File: config.mk
export PLATFORM = sky130hd
export DESIGN_NAME = tff_mod_counter_ctrl
export DESIGN_NICKNAME = d
export VERILOG_FILES = /design/src/rtl/tff_ctrl_pkg.sv /design/src/rtl/tff_cell.sv /design/src/rtl/tff_mod_counter_ctrl.sv
export SDC_FILE = /design/constraint.sdc
export NUM_CORES = 1
export LEC_CHECK = 0
export ABC_AREA = 1
export CAP_MARGIN = 20
export CORE_MARGIN = 2
export CORE_UTILIZATION = 30
export CTS_BUF_LIST = sky130_fd_sc_hd__clkbuf_4
export CTS_CLUSTER_SIZE = 25
export DETAILED_ROUTE_END_ITERATION = 10
export PLACE_DENSITY = 0.55
export SYNTH_ARGS = -nofsm -noshare
export SYNTH_HDL_FRONTEND = slang
export SYNTH_SLANG_ARGS = --single-unit
File: constraint.sdc
create_clock -name clk -period 1.43 [get_ports clk]
set_clock_uncertainty 0.15 [all_clocks]
set_input_delay 0.286 -clock clk [delete_from_list [all_inputs] [get_ports clk]]
set_output_delay 0.286 -clock clk [all_outputs]
set_load 0.03 [all_outputs]
File: src/rtl/tff_ctrl_pkg.sv
// -----------------------------------------------------------------------------
// tff_ctrl_pkg
// Shared definitions for the T-flip-flop modulo counter controller:
//   - state_t         : controller state encodings (ST_IDLE, ST_RUN, ST_DONE)
//   - mod_legal()     : elaboration-time check that 2 <= MOD <= 2**WIDTH
//   - toggle_mask()   : per-bit toggle enables that move a T-cell bank from
//                       its current value to a chosen target value
// ST_DONE is only ever entered when TFF_CTRL_SATURATE_EN is defined.
// -----------------------------------------------------------------------------
package tff_ctrl_pkg;

  typedef enum logic [1:0] {
    ST_IDLE = 2'd0,
    ST_RUN  = 2'd1,
    ST_DONE = 2'd2
  } state_t;

  // Modulus must fit the cell bank and leave at least two distinct counts.
  function automatic bit mod_legal(input int width, input int modv);
    if (width < 1 || width > 30) return 1'b0;
    return (modv >= 2) && (modv <= (1 << width));
  endfunction

  // A T cell toggles when its enable is 1, so toggling exactly the bits that
  // differ between the current and target values lands the bank on target.
  function automatic logic [31:0] toggle_mask(input logic [31:0] cur,
                                              input logic [31:0] target);
    return cur ^ target;
  endfunction

endpackage

File: src/rtl/tff_cell.sv
// -----------------------------------------------------------------------------
// tff_cell
// One T flip-flop with a synchronous reload path.
// Ports:
//   clk  in  rising-edge clock
//   rst  in  synchronous active-high reset, clears q
//   t    in  toggle enable
//   load in  reload request, takes d (has priority over t)
//   d    in  reload value
//   q    out cell output
// -----------------------------------------------------------------------------
module tff_cell (
  input  logic clk,
  input  logic rst,
  input  logic t,
  input  logic load,
  input  logic d,
  output logic q
);

  always_ff @(posedge clk) begin
    if (rst) begin
      q <= 1'b0;
    end else if (load) begin
      q <= d;
    end else if (t) begin
      q <= ~q;
    end
  end

endmodule

File: src/rtl/tff_mod_counter_ctrl.sv
// -----------------------------------------------------------------------------
// tff_mod_counter_ctrl
// Run/stop, loadable, up/down modulo-MOD counter built from WIDTH T cells.
// The controller only ever computes per-bit toggle enables; the cells hold the
// count and are written directly only by a load.
// Parameters:
//   WIDTH  number of T cells / count bits
//   modulus parameter, 2 <= MOD <= 2**WIDTH
// Ports:
//   clk         in   rising-edge clock
//   rst         in   synchronous active-high reset
//   start       in   begin counting (IDLE only)
//   stop        in   halt counting (RUN only, beats counting)
//   dir         in   1 = up, 0 = down, sampled every RUN cycle
//   load_valid  in   load request
//   load_val    in   load value, clamped to MOD-1
//   load_ready  out  load accepted when load_valid & load_ready
//   q           out  current count
//   tc          out  one-cycle pulse when q first shows the wrapped value
//   busy        out  high while in RUN
// Configuration macro: TFF_CTRL_SATURATE_EN
//   defined   : counting stops at MOD-1 (up) or 0 (down), pulses tc and parks
//               in DONE until a load returns to IDLE
//   undefined : modulo wrap, DONE is never entered
// -----------------------------------------------------------------------------
module tff_mod_counter_ctrl
  import tff_ctrl_pkg::*;
#(
  parameter int WIDTH = 4,
  parameter int MOD   = 10
) (
  input  logic             clk,
  input  logic             rst,
  input  logic             start,
  input  logic             stop,
  input  logic             dir,
  input  logic             load_valid,
  input  logic [WIDTH-1:0] load_val,
  output logic             load_ready,
  output logic [WIDTH-1:0] q,
  output logic             tc,
  output logic             busy
);

  if (!mod_legal(WIDTH, MOD)) begin : g_bad_mod
    $error("tff_mod_counter_ctrl: MOD out of range for WIDTH");
  end

  localparam logic [WIDTH-1:0] MAX_Q = WIDTH'(MOD - 1);

  state_t           state;
  logic [WIDTH-1:0] t;
  logic [WIDTH-1:0] up_t;
  logic [WIDTH-1:0] dn_t;
  logic [WIDTH-1:0] load_clamped;
  logic             load_fire;
  logic             adv;
  logic             at_top;
  logic             at_bot;
  logic             tc_hit;

  assign load_fire    = load_valid & load_ready;
  assign load_clamped = (load_val > MAX_Q) ? MAX_Q : load_val;
  assign adv          = (state == ST_RUN) && !stop;
  assign at_top       = (q == MAX_Q);
  assign at_bot       = (q == '0);

  // Ripple-style enables: bit i toggles when all lower bits are 1 (up) or
  // all lower bits are 0 (down); bit 0 always toggles.
  always_comb begin
    logic acc_up;
    logic acc_dn;
    acc_up = 1'b1;
    acc_dn = 1'b1;
    up_t   = '0;
    dn_t   = '0;
    for (int i = 0; i < WIDTH; i++) begin
      up_t[i] = acc_up;
      dn_t[i] = acc_dn;
      acc_up  = acc_up & q[i];
      acc_dn  = acc_dn & ~q[i];
    end
  end

`ifdef TFF_CTRL_SATURATE_EN
  // Saturating: stepping onto the terminal value pulses tc; sitting on it
  // already when RUN advances holds the count and still pulses tc.
  always_comb begin
    t      = '0;
    tc_hit = 1'b0;
    if (adv) begin
      if (dir) begin
        if (at_top) begin
          tc_hit = 1'b1;
        end else begin
          t      = up_t;
          tc_hit = (q == MAX_Q - WIDTH'(1));
        end
      end else begin
        if (at_bot) begin
          tc_hit = 1'b1;
        end else begin
          t      = dn_t;
          tc_hit = (q == WIDTH'(1));
        end
      end
    end
  end
`else
  // Modulo: the wrap step cannot use the ripple enables when MOD is not a
  // power of two, so the cells are toggled straight onto the wrap target.
  always_comb begin
    t      = '0;
    tc_hit = 1'b0;
    if (adv) begin
      if (dir) begin
        if (at_top) begin
          t      = WIDTH'(toggle_mask(32'(q), 32'(0)));
          tc_hit = 1'b1;
        end else begin
          t = up_t;
        end
      end else begin
        if (at_bot) begin
          t      = WIDTH'(toggle_mask(32'(q), 32'(MAX_Q)));
          tc_hit = 1'b1;
        end else begin
          t = dn_t;
        end
      end
    end
  end
`endif

  // Controller FSM; busy, load_ready and tc are registered alongside state so
  // none of them has a combinational path from the inputs.
  always_ff @(posedge clk) begin
    if (rst) begin
      state      <= ST_IDLE;
      tc         <= 1'b0;
      busy       <= 1'b0;
      load_ready <= 1'b1;
    end else begin
      tc <= 1'b0;
      unique case (state)
        ST_IDLE: begin
          if (!load_fire && start) begin
            state      <= ST_RUN;
            busy       <= 1'b1;
            load_ready <= 1'b0;
          end
        end
        ST_RUN: begin
          if (stop) begin
            state      <= ST_IDLE;
            busy       <= 1'b0;
            load_ready <= 1'b1;
          end else if (tc_hit) begin
            tc <= 1'b1;
`ifdef TFF_CTRL_SATURATE_EN
            state      <= ST_DONE;
            busy       <= 1'b0;
            load_ready <= 1'b1;
`endif
          end
        end
`ifdef TFF_CTRL_SATURATE_EN
        ST_DONE: begin
          if (load_fire) begin
            state <= ST_IDLE;
          end
        end
`endif
        default: begin
          state      <= ST_IDLE;
          busy       <= 1'b0;
          load_ready <= 1'b1;
        end
      endcase
    end
  end

  for (genvar g = 0; g < WIDTH; g++) begin : g_cells
    tff_cell u_cell (
      .clk  (clk),
      .rst  (rst),
      .t    (t[g]),
      .load (load_fire),
      .d    (load_clamped[g]),
      .q    (q[g])
    );
  end

endmodule

==> results_dict.tcl, run 1 <==
set metrics [dict create \
    cts.path.max_buffers 2 \
    antenna_found_initial 0 \
    syn_area_um2 473 \
    min_period_over_period_pct 94.2 \
    final_hold_viol_count 0 \
    post_synth_inst_count 77 \
    grt_pass1_vias 485 \
    dpl.cell_count 111 \
    netlist_top_cells_area "sky130_fd_sc_hd__dfxtp_1 (30%), sky130_fd_sc_hd__nand2_1 (13%), sky130_fd_sc_hd__nand3_1 (11%)" \
    drt_wl_total_um 1110 \
    layout-area-overhead-vs-synth_pct 45.5 \
    critPathRequiredTime_ns 0.99 \
    yosysTopAreaCellShare_pct 29.6 \
    synth_seq_cells 7 \
    critical_path.startpoint_type "register" \
    layout_nets 110 \
    synth.avg_cell_area_um2 6.14 \
    r2r_end "g_cells[2].u_cell.q" \
    boundaryPins 17 \
    detail_route.drc_violations 0 \
    hold_class "reg2reg" \
    fillerInstances 158 \
    highest_ir_drop_seen_on_vdd_uv 550 \
    internal-power_w 0.000429 \
    layout_commonest_cell "sky130_fd_sc_hd__nand2_1" \
    crit_fanout 4 \
    clock_tree.root_cell "sky130_fd_sc_hd__clkbuf_4" \
    final_area_um2 688 \
    num_antenna_cells 0 \
    global_route_wire_length_before_repair_um 1940 \
    worst_slew_margin_relative_to_its_limit_pct 81.8 \
    setup-violations-final 0 \
    place_congestion 0.831 \
    postLayoutSetupSlackWorst_ns 0.0830 \
    pwr-share-comb_pct 31.8 \
    crit_type "reg2out" \
    maxClockFrequency_mhz 742 \
    yosys.cell_types.count 18 \
    switchingPower_w 0.000209 \
    clock_pin_slew_worst_setup_and_hold_paths_ns 0.05 \
    detail_route.vias_per_cell 4.56 \
    min_to "tc" \
    port_buffers 16 \
    dp_worst_setup_slack_ns -0.172 \
    rsz0062_at_grt "no" \
    postSynthNetCount 87 \
    power_density_nw_per_um2 927 \
    post-layout-total-power_w 0.000638 \
    maxCapViolCount 0 \
    clk_network_pwr_share_pct 31.1 \
    r2r_cells 7 \
    num_rows 14 \
    fp.dieW_um 43.7 \
    worstHoldStart "busy" \
    htree_levels 1 \
    antenna_violation_net_count_after_detailed_routing 0 \
    clock-sinks 7 \
    placeableCoreArea_um2 1490 \
    filler_free_cell_count_of_the_finished_design 115 \
    combined_global_route_utilization_of_all_metal_layers_pct 13.9 \
    detailedRoute.firstIterationViolations 7 \
    post_cts_buffers 0 \
    routed-via-count 524 \
    final_period_minus_worst_setup_slack_ns 1.35 \
    clk_latency_ns 0.25 \
    cellLeakagePower_nw 0.353 \
    tritoncts.num_buffers 3 \
    holdPathStages 2 \
    dieArea_um2 1910 \
    synth.yosys.seq_area_share_pct 29.6 \
    floorplan.initialDensity_pct 31.8 \
    run_status "finished, final reports clean" \
    worst_slew_pin_slew_ns 0.271 \
    tritoncts_clock_tree "yes" \
    reg2reg_from "g_cells[0].u_cell.q" \
    switching_share_pct 32.8 \
    globalRoute.totalOverflow 0 \
    reg2reg_slack_ns 0.17 \
    timing_max_transition_violations_final 0 \
    endpoint_kind "primary output" \
    launch_point_of_the_worst_path "g_cells[3].u_cell.q" \
    most-common-layout-cells "sky130_fd_sc_hd__nand2_1 (17), sky130_fd_sc_hd__buf_4 (13), sky130_fd_sc_hd__inv_1 (11)" \
    synthDominantAreaCellType "sky130_fd_sc_hd__dfxtp_1" \
    cp.arrival_ns 0.91 \
    maximum_number_of_pins_on_one_net_before_global_route_repair 9 \
    synth_warnings 0 \
    fp.dieH_um 43.7 \
    place_area_um2 651 \
    drive_above_1_share_pct 25.3 \
    place_hpwl_um 915 \
    timing.hold.ws_ns 0.410 \
    drt_first_pass_iters 4 \
    routedWlPerCell_um 9.62 \
    seq_power_share_pct 37.0 \
]
-- cell families after synthesis --
| logic type | Yosys count | share of synthesized area (%) |
|---|---|---|
| AO/OA/AOI/OAI | 11 | 14.3 |
| buffers and inverters | 18 | 17.5 |
| flip-flops | 7 | 29.6 |
| AND/OR/NAND/NOR | 41 | 38.6 |
-- cell type report --
type	instances	area (µm²)	area share (%)
Timing Repair Buffer	22	188	27.3
Sequential cell	7	140	20.4
Inverter	14	52.6	7.64
Tap cell	16	20.0	2.91
Multi-Input combinational cell	52	258	37.5
Clock buffer	4	30.0	4.36
-- cell usage after synthesis --
master,instances
sky130_fd_sc_hd__nor2_1,9
sky130_fd_sc_hd__dfxtp_1,7
sky130_fd_sc_hd__nand3_1,10
sky130_fd_sc_hd__inv_1,13
sky130_fd_sc_hd__a21oi_1,3
sky130_fd_sc_hd__nand2_4,1
sky130_fd_sc_hd__a31oi_1,1
sky130_fd_sc_hd__o21ai_0,2
sky130_fd_sc_hd__nand2_1,17
sky130_fd_sc_hd__clkinv_1,1
sky130_fd_sc_hd__nand2_2,2
sky130_fd_sc_hd__o21ai_1,1
sky130_fd_sc_hd__o211ai_1,1
sky130_fd_sc_hd__nor2_2,1
sky130_fd_sc_hd__a211oi_1,2
sky130_fd_sc_hd__a21oi_2,1
sky130_fd_sc_hd__nor3_1,1
sky130_fd_sc_hd__buf_4,4
-- worst max path at each step --
stage,endpoint,slack (ns)
CTS,q[3],0.07
finish,q[3],0.08
global placement,g_cells[2].u_cell.q,-0.15
global route,g_cells[1].u_cell.q,0.008
floorplan,g_cells[1].u_cell.q,0.07
detailed placement,g_cells[1].u_cell.q,-0.17
-- power groups by stage --
stage | clock [W] | sequential, W | combinational (W)
2_1_floorplan | 0 | 0.000244 | 0.000120
3_3_place_gp | 0 | 0.000239 | 0.000201
3_5_place_dp | 0 | 0.000240 | 0.000201
4_1_cts | 0.000206 | 0.000235 | 0.000202
5_1_grt | 0.000219 | 0.000240 | 0.000225
6_report | 0.000199 | 0.000236 | 0.000203
-- per-stage QoR --
stage / util [%] / TNS (ns)
after floorplan: - / 0
after detailed placement: 43.7 / -0.665
after global routing: 46.2 / 0
after global placement: 43.7 / -0.628
final: 46.2 / 0
after CTS: 45.7 / 0
-- layer usage --
metal	wire, µm	track usage [%]	part of all wire [%]	up-vias
met5	0	0	0	-
met4	0	5.45	0	0
met3	92	5.42	8.3	0
met2	507	22.9	46	20
met1	506	16.1	46	220
li1	-	-	-	284
-- state kept, by name, summed over array words and instances, names as in the netlist --
name              cells
g_cells.u_cell.q      4
load_ready            1
tc                    1
busy                  1
-- repair_timing --
action                                  4_1_cts  5_1_grt
endpoints found under the setup margin        0        3
hold buffers                                  0        0
gates resized for setup                       0        4
-- worst max-delay path: stages, from the launching register on --
cell,delay (ns)
sky130_fd_sc_hd__dfxtp_1,0.38
sky130_fd_sc_hd__buf_4,0.14
sky130_fd_sc_hd__buf_4,0.15
Power figures use the tool's default switching activity.
==> inputs of run 2 (changes only) <==
==> constraint.sdc (replaced) <==
create_clock -name clk -period 1.43 [get_ports clk]
set_clock_uncertainty 0.15 [all_clocks]
set_input_delay 0.2145 -clock clk [delete_from_list [all_inputs] [get_ports clk]]
set_output_delay 0.2145 -clock clk [all_outputs]
set_load 0.03 [all_outputs]
==> results_dict.tcl, run 2 (synthesized netlist as in run 1, its figures left out) <==
set metrics [dict create \
    boundaryPins 17 \
    antenna_found_initial 0 \
    layout_commonest_cell "sky130_fd_sc_hd__nand2_1" \
    routed-via-count 519 \
    cellLeakagePower_nw 0.344 \
    antenna_violation_net_count_after_detailed_routing 0 \
    crit_fanout 2 \
    detail_route.drc_violations 0 \
    reg2reg_from "busy" \
    port_buffers 16 \
    switching_share_pct 33.5 \
    largest_register_ff_count 4 \
    clk_latency_ns 0.26 \
    dpl.cell_count 109 \
    most-common-layout-cells "sky130_fd_sc_hd__nand2_1 (17), sky130_fd_sc_hd__inv_1 (13), sky130_fd_sc_hd__nand3_1 (10)" \
    filler_free_cell_count_of_the_finished_design 113 \
    detail_route.vias_per_cell 4.59 \
    rsz0062_at_grt "no" \
    setup_total_negative_slack_ns 0 \
    pwr-share-comb_pct 30.4 \
    timing_max_transition_violations_final 0 \
    drt_wl_total_um 1110 \
    final_area_um2 668 \
    r2r_cells 8 \
    r2r_end "g_cells[1].u_cell.q" \
    global_route_wire_length_before_repair_um 1940 \
    maxCapViolCount 0 \
    endpoint_kind "primary output" \
    crit_chain "dlygate4sd2_1" \
    layout-area-overhead-vs-synth_pct 41.3 \
    cpLargestDelayFamily "buffers and inverters" \
    worstHoldStart "load_ready" \
    fp.dieW_um 43.7 \
    min_period_over_period_pct 93.7 \
    hold_class "reg2reg" \
    worst_slew_pin_slew_ns 0.299 \
    htree_levels 1 \
    cts.path.max_buffers 2 \
    critPathRequiredTime_ns 1.07 \
    setup-violations-final 0 \
    place_hpwl_um 891 \
    clock_pin_slew_worst_setup_and_hold_paths_ns 0.06 \
    drive_above_1_share_pct 18.6 \
    combined_global_route_utilization_of_all_metal_layers_pct 14.0 \
    reg2reg_slack_ns 0.16 \
    cp.arrival_ns 0.98 \
    highest_ir_drop_seen_on_vdd_uv 474 \
    clock_tree.root_cell "sky130_fd_sc_hd__clkbuf_4" \
    placeableCoreArea_um2 1490 \
    num_antenna_cells 0 \
    final_period_minus_worst_setup_slack_ns 1.34 \
    fp.dieH_um 43.7 \
    maxClockFrequency_mhz 746 \
    clock-sinks 7 \
    critical-path-max-stage-delay_ns 0.40 \
    min_to "load_ready" \
    post-layout-total-power_w 0.000637 \
    cpMaxStageDelayCell "sky130_fd_sc_hd__dlygate4sd2_1" \
    place_congestion 0.797 \
    run_status "finished, final reports clean" \
    place_area_um2 641 \
    layout_nets 108 \
    clk_network_pwr_share_pct 32.8 \
    routedWlPerCell_um 9.79 \
    crit_type "reg2out" \
    maximum_number_of_pins_on_one_net_before_global_route_repair 9 \
    worst_slew_margin_relative_to_its_limit_pct 80.1 \
    globalRoute.totalOverflow 0 \
    timing.hold.ws_ns 0.405 \
    switchingPower_w 0.000214 \
    drt_first_pass_iters 4 \
    tritoncts_clock_tree "yes" \
    post_cts_buffers 0 \
    floorplan.initialDensity_pct 31.8 \
    num_rows 14 \
    cp.buffers_inverters 1 \
    holdPathStages 2 \
    detailedRoute.firstIterationViolations 11 \
    critical_path.startpoint_type "register" \
    seq_power_share_pct 36.9 \
    dieArea_um2 1910 \
    grt_pass1_vias 503 \
    tritoncts.num_buffers 3 \
    regMostFlops "g_cells.u_cell.q" \
    final_hold_viol_count 0 \
    internal-power_w 0.000423 \
    power_density_nw_per_um2 954 \
]
## run 2: changes by cell type in the layout (fill, tap and decap cells not counted), sizes merged
cell	delta
buf	-4
dlygate4sd2	+2
## run 2: worst max-delay path by stage
stage                from                   to  slack (ns)  cells after the start
6_report             busy                 busy        0.09                      1
5_1_grt              busy  g_cells[1].u_cell.q        0.01                      8
4_1_cts              busy                 busy        0.08                      1
3_5_place_dp         stop  g_cells[1].u_cell.q       -0.11                      9
3_3_place_gp   load_valid  g_cells[2].u_cell.q       -0.08                      8
2_1_floorplan        busy  g_cells[1].u_cell.q        0.07                      7
## run 2: per-layer routing
metal	up-vias	part of all wire, %	track usage [%]	routed length, µm
met5	-	0	0	0
met3	2	6.7	5.00	74
met2	16	46	22.6	506
met1	221	46	16.1	507
li1	280	-	-	-
met4	0	1.6	7.27	18
## run 2: cell type report
| cell class | instances | area (µm²) |
|---|---|---|
| Sequential cell | 7 | 140 |
| Clock buffer | 4 | 30.0 |
| Multi-Input combinational cell | 52 | 250 |
| Fill cell | 164 | 821 |
| Timing Repair Buffer | 20 | 175 |
| Tap cell | 16 | 20.0 |
| Inverter | 14 | 52.6 |
## run 2: worst register-to-register path, stage by stage, from the launching register on
cell and delay [ns]:
sky130_fd_sc_hd__dfxtp_1 0.32, sky130_fd_sc_hd__buf_4 0.11, sky130_fd_sc_hd__nand2_2 0.09, sky130_fd_sc_hd__nor2_1 0.14, sky130_fd_sc_hd__nand3_1 0.10, sky130_fd_sc_hd__nand3_1 0.09, sky130_fd_sc_hd__nand3_1 0.07, sky130_fd_sc_hd__nand2_1 0.06
sky130_fd_sc_hd__inv_1 0.03
## run 2: stage by stage
| step | utilization (%) | worst slack, ns |
|---|---|---|
| after floorplan | - | 0.0667 |
| after global placement | 43.0 | -0.0758 |
| after detailed placement | 43.0 | -0.112 |
| after CTS | 44.9 | 0.0842 |
| after global routing | 44.9 | 0.0102 |
| final | 44.9 | 0.0903 |
## run 2: what timing repair did
action	CTS	global route
endpoints found under the setup margin	2	0
gates resized for setup	2	0
hold buffers	0	0
## run 2: power by group through the flow
stage	Combinational [W]	Clock, W	Sequential [W]
floorplan	0.000120	0	0.000244
global placement	0.000196	0	0.000240
detailed placement	0.000195	0	0.000240
CTS	0.000195	0.000212	0.000235
global route	0.000215	0.000223	0.000239
finish	0.000193	0.000209	0.000235
